### config.mk
export PLATFORM = sky130hd
export DESIGN_NAME = text_console_writer_flat
export DESIGN_NICKNAME = d
export VERILOG_FILES = /design/src/rtl/text_console_writer_if.sv /design/src/rtl/text_console_writer.sv /design/src/flat_wrapper.sv
export SDC_FILE = /design/constraint.sdc
export NUM_CORES = 1
export LEC_CHECK = 0
export CAP_MARGIN = 20
export CORE_UTILIZATION = 30
export CTS_CLUSTER_SIZE = 30
export DETAILED_ROUTE_END_ITERATION = 7
export GPL_TIMING_DRIVEN = 0
export PLACE_DENSITY = 0.58
export SYNTH_ARGS = -nofsm -noshare
export SYNTH_HDL_FRONTEND = slang
export SYNTH_SLANG_ARGS = --single-unit
export TNS_END_PERCENT = 10
### constraint.sdc
create_clock -name clk -period 9.6 [get_ports clk]
set_input_delay 2.4 -clock clk [delete_from_list [all_inputs] [get_ports clk]]
set_output_delay 2.4 -clock clk [all_outputs]
set_load 0.03 [all_outputs]
### src/rtl/text_console_writer_if.sv
// Character stream in, text RAM write port and cursor/scroll state out, for the
// 800x600 text console writer.
interface text_console_writer_if #(
  parameter int ADDR_W = 12
);
  logic              char_valid;
  logic [7:0]        char_data;
  logic              char_ready;
  logic              wr_en;
  logic [ADDR_W-1:0] wr_addr;
  logic [7:0]        wr_data;
  logic [6:0]        cursor_col;
  logic [5:0]        cursor_row;
  logic [5:0]        top_row;

  // Character source and display scan side.
  modport master (
    output char_valid, char_data,
    input  char_ready, wr_en, wr_addr, wr_data, cursor_col, cursor_row, top_row
  );

  // The console writer itself.
  modport slave (
    input  char_valid, char_data,
    output char_ready, wr_en, wr_addr, wr_data, cursor_col, cursor_row, top_row
  );
endinterface

### src/rtl/text_console_writer.sv
// Text console writer: turns an ASCII byte stream into text RAM writes, tracking the
// cursor, line wrap, control codes and circular-buffer hardware scrolling.
module text_console_writer #(
  parameter int COLS   = 100,
  parameter int ROWS   = 37,
  parameter int ADDR_W = 12
) (
  input  logic                 clk,
  input  logic                 rst_n,
  text_console_writer_if.slave bus
);

  typedef enum logic [1:0] {
    IDLE       = 2'd0,
    SCROLL_CLR = 2'd1,
    FF_CLR     = 2'd2
  } state_t;

  localparam logic [ADDR_W-1:0] COLS_A      = ADDR_W'(COLS);
  localparam logic [ADDR_W-1:0] LAST_SCROLL = ADDR_W'(COLS - 1);
  localparam logic [ADDR_W-1:0] LAST_CLR    = ADDR_W'(COLS * ROWS - 1);
  localparam logic [6:0]        LAST_COL    = 7'(COLS - 1);
  localparam logic [5:0]        LAST_ROW    = 6'(ROWS - 1);
  localparam logic [6:0]        ROWS_W      = 7'(ROWS);
  localparam logic [7:0]        SPACE       = 8'h20;

  localparam logic [7:0] CH_BS = 8'h08;
  localparam logic [7:0] CH_LF = 8'h0A;
  localparam logic [7:0] CH_FF = 8'h0C;
  localparam logic [7:0] CH_CR = 8'h0D;

  state_t            state_q,   state_d;
  logic [ADDR_W-1:0] clr_cnt_q, clr_cnt_d;
  logic              ready_q,   ready_d;
  logic              wr_en_q,   wr_en_d;
  logic [ADDR_W-1:0] wr_addr_q, wr_addr_d;
  logic [7:0]        wr_data_q, wr_data_d;
  logic [6:0]        col_q,     col_d;
  logic [5:0]        row_q,     row_d;
  logic [5:0]        top_q,     top_d;

  logic [6:0]        row_sum;
  logic [5:0]        phys_row;
  logic [5:0]        top_next;
  logic [ADDR_W-1:0] line_base;
  logic [ADDR_W-1:0] top_base;
  logic              printable;
  logic              do_newline;

  // Screen row to RAM row: the sum is below 2*ROWS, so one conditional subtract wraps it.
  always_comb begin
    row_sum   = {1'b0, top_q} + {1'b0, row_q};
    phys_row  = (row_sum >= ROWS_W) ? 6'(row_sum - ROWS_W) : row_sum[5:0];
    top_next  = (top_q == LAST_ROW) ? 6'd0 : top_q + 6'd1;
    line_base = ADDR_W'(phys_row) * COLS_A;
    top_base  = ADDR_W'(top_q) * COLS_A;
    printable = (bus.char_data >= 8'h20) && (bus.char_data <= 8'h7E);
  end

  // NOTE: sequential state uses non-blocking assignments only, so every register
  // samples the pre-edge value of every other register regardless of statement order.
  always_ff @(posedge clk or negedge rst_n) begin
    if (!rst_n) begin
      state_q   <= FF_CLR;
      clr_cnt_q <= '0;
      ready_q   <= 1'b0;
      wr_en_q   <= 1'b0;
      wr_addr_q <= '0;
      wr_data_q <= SPACE;
      col_q     <= '0;
      row_q     <= '0;
      top_q     <= '0;
    end else begin
      state_q   <= state_d;
      clr_cnt_q <= clr_cnt_d;
      ready_q   <= ready_d;
      wr_en_q   <= wr_en_d;
      wr_addr_q <= wr_addr_d;
      wr_data_q <= wr_data_d;
      col_q     <= col_d;
      row_q     <= row_d;
      top_q     <= top_d;
    end
  end

  // NOTE: every signal written here gets a default first; a path that skipped one
  // would infer a latch. wr_addr/wr_data default to hold, wr_en to idle-low.
  always_comb begin
    state_d    = state_q;
    clr_cnt_d  = clr_cnt_q;
    ready_d    = ready_q;
    wr_en_d    = 1'b0;
    wr_addr_d  = wr_addr_q;
    wr_data_d  = wr_data_q;
    col_d      = col_q;
    row_d      = row_q;
    top_d      = top_q;
    do_newline = 1'b0;

    case (state_q)
      IDLE: begin
        if (bus.char_valid && ready_q) begin
          if (printable) begin
            wr_en_d   = 1'b1;
            wr_addr_d = line_base + ADDR_W'(col_q);
            wr_data_d = bus.char_data;
            if (col_q < LAST_COL) begin
              col_d = col_q + 7'd1;
            end else begin
              col_d      = '0;
              do_newline = 1'b1;
            end
          end else begin
            case (bus.char_data)
              CH_LF: begin
                col_d      = '0;
                do_newline = 1'b1;
              end
              CH_CR: col_d = '0;
              CH_BS: begin
                if (col_q != 7'd0) begin
                  col_d     = col_q - 7'd1;
                  wr_en_d   = 1'b1;
                  wr_addr_d = line_base + ADDR_W'(col_q - 7'd1);
                  wr_data_d = SPACE;
                end
              end
              CH_FF: begin
                state_d   = FF_CLR;
                clr_cnt_d = '0;
                ready_d   = 1'b0;
                col_d     = '0;
                row_d     = '0;
              end
              default: ;
            endcase
          end

          // At the bottom row the cursor stays put and the oldest line is recycled.
          if (do_newline) begin
            if (row_q < LAST_ROW) begin
              row_d = row_q + 6'd1;
            end else begin
              state_d   = SCROLL_CLR;
              clr_cnt_d = '0;
              ready_d   = 1'b0;
            end
          end
        end
      end

      SCROLL_CLR: begin
        wr_en_d   = 1'b1;
        wr_addr_d = top_base + clr_cnt_q;
        wr_data_d = SPACE;
        clr_cnt_d = clr_cnt_q + ADDR_W'(1);
        if (clr_cnt_q == LAST_SCROLL) begin
          top_d     = top_next;
          clr_cnt_d = '0;
          state_d   = IDLE;
          ready_d   = 1'b1;
        end
      end

      FF_CLR: begin
        wr_en_d   = 1'b1;
        wr_addr_d = clr_cnt_q;
        wr_data_d = SPACE;
        clr_cnt_d = clr_cnt_q + ADDR_W'(1);
        if (clr_cnt_q == LAST_CLR) begin
          col_d     = '0;
          row_d     = '0;
          top_d     = '0;
          clr_cnt_d = '0;
          state_d   = IDLE;
          ready_d   = 1'b1;
        end
      end

      default: begin
        state_d   = FF_CLR;
        clr_cnt_d = '0;
        ready_d   = 1'b0;
      end
    endcase
  end

  assign bus.char_ready = ready_q;
  assign bus.wr_en      = wr_en_q;
  assign bus.wr_addr    = wr_addr_q;
  assign bus.wr_data    = wr_data_q;
  assign bus.cursor_col = col_q;
  assign bus.cursor_row = row_q;
  assign bus.top_row    = top_q;

endmodule
### src/flat_wrapper.sv
// flat-port wrapper written by rule: the top's interface ports become plain ports
module text_console_writer_flat 
#(
  parameter int COLS   = 100,
  parameter int ROWS   = 37,
  parameter int ADDR_W = 12
)
  (clk, rst_n, bus_char_valid, bus_char_data, bus_char_ready, bus_wr_en, bus_wr_addr, bus_wr_data, bus_cursor_col, bus_cursor_row, bus_top_row);
  text_console_writer_if #(.ADDR_W(ADDR_W)) bus_i ();
  input  logic clk;
  input  logic rst_n;
  input wire logic [$bits(bus_i.char_valid)-1:0] bus_char_valid;
  input wire logic [$bits(bus_i.char_data)-1:0] bus_char_data;
  output wire logic [$bits(bus_i.char_ready)-1:0] bus_char_ready;
  output wire logic [$bits(bus_i.wr_en)-1:0] bus_wr_en;
  output wire logic [$bits(bus_i.wr_addr)-1:0] bus_wr_addr;
  output wire logic [$bits(bus_i.wr_data)-1:0] bus_wr_data;
  output wire logic [$bits(bus_i.cursor_col)-1:0] bus_cursor_col;
  output wire logic [$bits(bus_i.cursor_row)-1:0] bus_cursor_row;
  output wire logic [$bits(bus_i.top_row)-1:0] bus_top_row;
  assign bus_i.char_valid = bus_char_valid;
  assign bus_i.char_data = bus_char_data;
  assign bus_char_ready = bus_i.char_ready;
  assign bus_wr_en = bus_i.wr_en;
  assign bus_wr_addr = bus_i.wr_addr;
  assign bus_wr_data = bus_i.wr_data;
  assign bus_cursor_col = bus_i.cursor_col;
  assign bus_cursor_row = bus_i.cursor_row;
  assign bus_top_row = bus_i.top_row;
  text_console_writer #(.COLS(COLS), .ROWS(ROWS), .ADDR_W(ADDR_W)) u_core (.clk(clk), .rst_n(rst_n), .bus(bus_i));
endmodule
==> impl_metrics.env <==
export IMPL_antenna_found_initial=0
export IMPL_wirelength_um=14300
export IMPL_path_max_fanout=10
export IMPL_hpwlAfterDp_um=11500
export IMPL_hold_viol_final=0
export IMPL_clock_skew_ns=0.0160
export IMPL_fmax_mhz=172
export IMPL_ir_drop_mv=0.0590
export IMPL_cts_setup_buffers=0
export IMPL_final_common_cell="nand2_1"
export IMPL_rsz0062_at_grt="no"
export IMPL_hp_class="reg -> reg"
export IMPL_setup_ws_ns=3.80
export IMPL_vias=4761
export IMPL_cts_reportedPaths_clkPinSlew_ns=0.08
export IMPL_avgSynthCellArea_sq_um=8.21
export IMPL_cts_root_buffer="clkbuf_16"
export IMPL_synth_area_sq_um=5420
export IMPL_synth_edf_count=0
export IMPL_synth_seq_area_share_pct=25.5
export IMPL_relSlewSlack_pct=46.5
export IMPL_utilization_pct=36.6
export IMPL_drive_gt1_share_pct=4.86
export IMPL_grt_pass1_vias=4420
export IMPL_yosysWarnings=0
export IMPL_drc_errors=0
export IMPL_finalCritPeriodShare_pct=60.5
export IMPL_clkLatencyLatePin_ns=0.32
export IMPL_synth_cells=660
export IMPL_status="complete, no violations"
export IMPL_synthArstFlopShare_pct=100
export IMPL_fillers=1814
export IMPL_layout_common_cells="79 x nand2_1, 73 x ha_1, 53 x o21ai_0, 53 x dfrtp_1, 51 x nor2_1"
export IMPL_top_level_ports=52
export IMPL_cts_buffers=5
export IMPL_leakagePower_nw=2.93
export IMPL_report_final_slew_viol_count=0
export IMPL_ctsLongestPathBuffers=2
export IMPL_synth_fp_nets=749
export IMPL_ctsResizeCount=0
export IMPL_holdWs_ns=0.471
export IMPL_cts_tree="done"
export IMPL_critPathLaunchType="primary input"
export IMPL_htree_levels=2
export IMPL_area_growth_pct=18.1
export IMPL_die_y_um=136
export IMPL_critical_path_class="in -> reg"
export IMPL_cp_top_family="compound AO/OA/AOI/OAI gates"
export IMPL_end_kind="flip-flop"
export IMPL_grt_overflow=0
export IMPL_grt_max_degree=38
export IMPL_routed_via_density=5.04
export IMPL_crit_chain="clkdlybuf4s50_1, nand4_1, o21ai_1, nand2_1, xnor2_1, ha_1, inv_1, fa_1, nor3_1, o31a_1, o21ai_0, a311oi_1, a21oi_1"
export IMPL_start_util_pct=31.0
export IMPL_gr_usage_all_layers_pct=16.2
export IMPL_cp_required_ns=9.79
export IMPL_dieArea_sq_um=18600
export IMPL_finalSetupTns_ns=0
export IMPL_dr_pass1_iters=5
export IMPL_cts_hold_buf=0
export IMPL_synth_seq_cells=55
export IMPL_fin_nets=808
export IMPL_setup_viol=0
export IMPL_clock_sinks=55
export IMPL_max_cap_violations=0
export IMPL_cpPeakStageDelay_ns=0.65
export IMPL_diodes=0
export IMPL_chipWidth_um=136
export IMPL_worst_path_buf_inv=2
export IMPL_slowest_stage="o21ai_1"
export IMPL_grt_pass1_wl_um=23200
export IMPL_worstPathArrival_ns=5.99
export IMPL_wire_per_inst_um=15.2
export IMPL_worstMarginPinSlew_ns=0.797
export IMPL_period_needed_ns=5.80
export IMPL_fp_row_count=48
export IMPL_portBuffers=51
export IMPL_place_ws_ns=3.49
export IMPL_yosys_most_used_dff="dfrtp_1"
export IMPL_ant_nets=0
export IMPL_dr_first_iter_drc_count=243
export IMPL_core_sq_um=17500
export IMPL_p_per_area_nw_per_um2=77.9
export IMPL_gp_congestion=0.827
export IMPL_synth_cell_types=62
==> final timing paths <==
path / from / end / slack (ns) / cells past startpoint
worst min register to register: u_core.bus.wr_data[6] / u_core.bus.wr_data[6] / 0.47 / 2
worst min-delay path: u_core.bus.wr_data[6] / u_core.bus.wr_data[6] / 0.47 / 2
worst max-delay path: bus_char_data[5] / u_core.bus.wr_addr[8] / 3.80 / 13
min in group asynchronous: rst_n / u_core.bus.wr_data[1] / 2.03 / 1
max in group asynchronous: rst_n / u_core.state_q[1] / 6.96 / 2
worst max register to register: u_core.bus.top_row[0] / u_core.bus.wr_addr[10] / 3.95 / 24
==> metal layers <==
layer	global-route usage, %	share of wire [%]	vias up
met2	26.3	46	86
met5	0	0	-
met3	3.32	4.5	11
li1	-	-	2465
met1	21.9	48	2199
met4	3.21	0.82	0
==> cells by family after synthesis <==
logic type | count (synthesis) | share of synthesized area [%]
muxes | 5 | 0.970
xor gates and xnor gates | 49 | 8.06
adders and majority gates | 78 | 18.7
DFF | 55 | 25.5
and+or+nand+nor | 226 | 19.7
AOI/OAI and AO/OA | 186 | 22.8
buffers and inverters | 61 | 4.23
==> metrics by stage <==
stage / power [mW] / instances / cell area (sq um)
floorplan: 0.264 / 660 / 5420
global placement: 0.284 / 936 / 6210
detailed placement: 0.284 / 937 / 6220
CTS: 0.503 / 945 / 6400
global route: 0.518 / 945 / 6400
finish: 0.498 / 945 / 6400
==> tightest hold or removal path, cell delays in order (launching register included) <==
cell	delay [ns]
dfrtp_1	0.35
nand2_1	0.05
nand2_1	0.05
==> cells in the mapped netlist (4+ instances only) <==
library cell  count  area share (%)
nand2_1          79             5.5
ha_1             73              17
dfrtp_1          53              24
o21ai_0          53             4.9
nor2_1           51             3.5
a21oi_1          43             4.0
inv_1            37             2.6
xnor2_1          33             5.3
clkbuf_1         24             1.7
nand3_1          21             1.9
xor2_1           15             2.4
and3_1           13             1.5
o31ai_1          13             1.8
nor3_1           11             1.0
a21o_1            8             1.1
nor3b_1           8             1.1
o21a_1            8             1.1
a22oi_1           7            0.97
nand2b_1          7            0.81
a31oi_1           6            0.69
nor2b_1           6            0.69
or2_2             6            0.69
and2_1            5            0.58
fa_1              5             1.8
nor4_1            5            0.58
o21ai_1           5            0.46
o21bai_1          5            0.69
nand4_1           4            0.46
==> sequential cells by signal (all words and copies together), names as in the netlist <==
signal / count
u_core.bus.top_row: 6
u_core.bus.cursor_col: 7
u_core.bus.wr_data: 8
u_core.clr_cnt_q: 12
u_core.bus.char_ready: 1
u_core.bus.wr_en: 1
u_core.bus.wr_addr: 12
u_core.bus.cursor_row: 6
u_core.state_q: 2
==> power by group <==
group	switching (mW)	internal, mW	total, mW	leakage, nW
Clock	0.0936	0.125	0.218	0.0844
Sequential	0	0.232	0.232	0.735
Combinational	0.0288	0.0194	0.0481	2.11
Total	0.122	0.376	0.498	2.93
==> area by class of cell <==
cell class / count / area, sq um / share of cell area, %
multi-input combinational: 544 / 3810 / 59.6
sequential: 55 / 1380 / 21.6
timing repair buffer: 52 / 526 / 8.21
tap: 225 / 282 / 4.40
inverter: 37 / 139 / 2.17
clock buffer: 5 / 125 / 1.96
buffer: 24 / 90.1 / 1.41
clock inverter: 3 / 47.5 / 0.743
(Power assumes the default switching activity.)
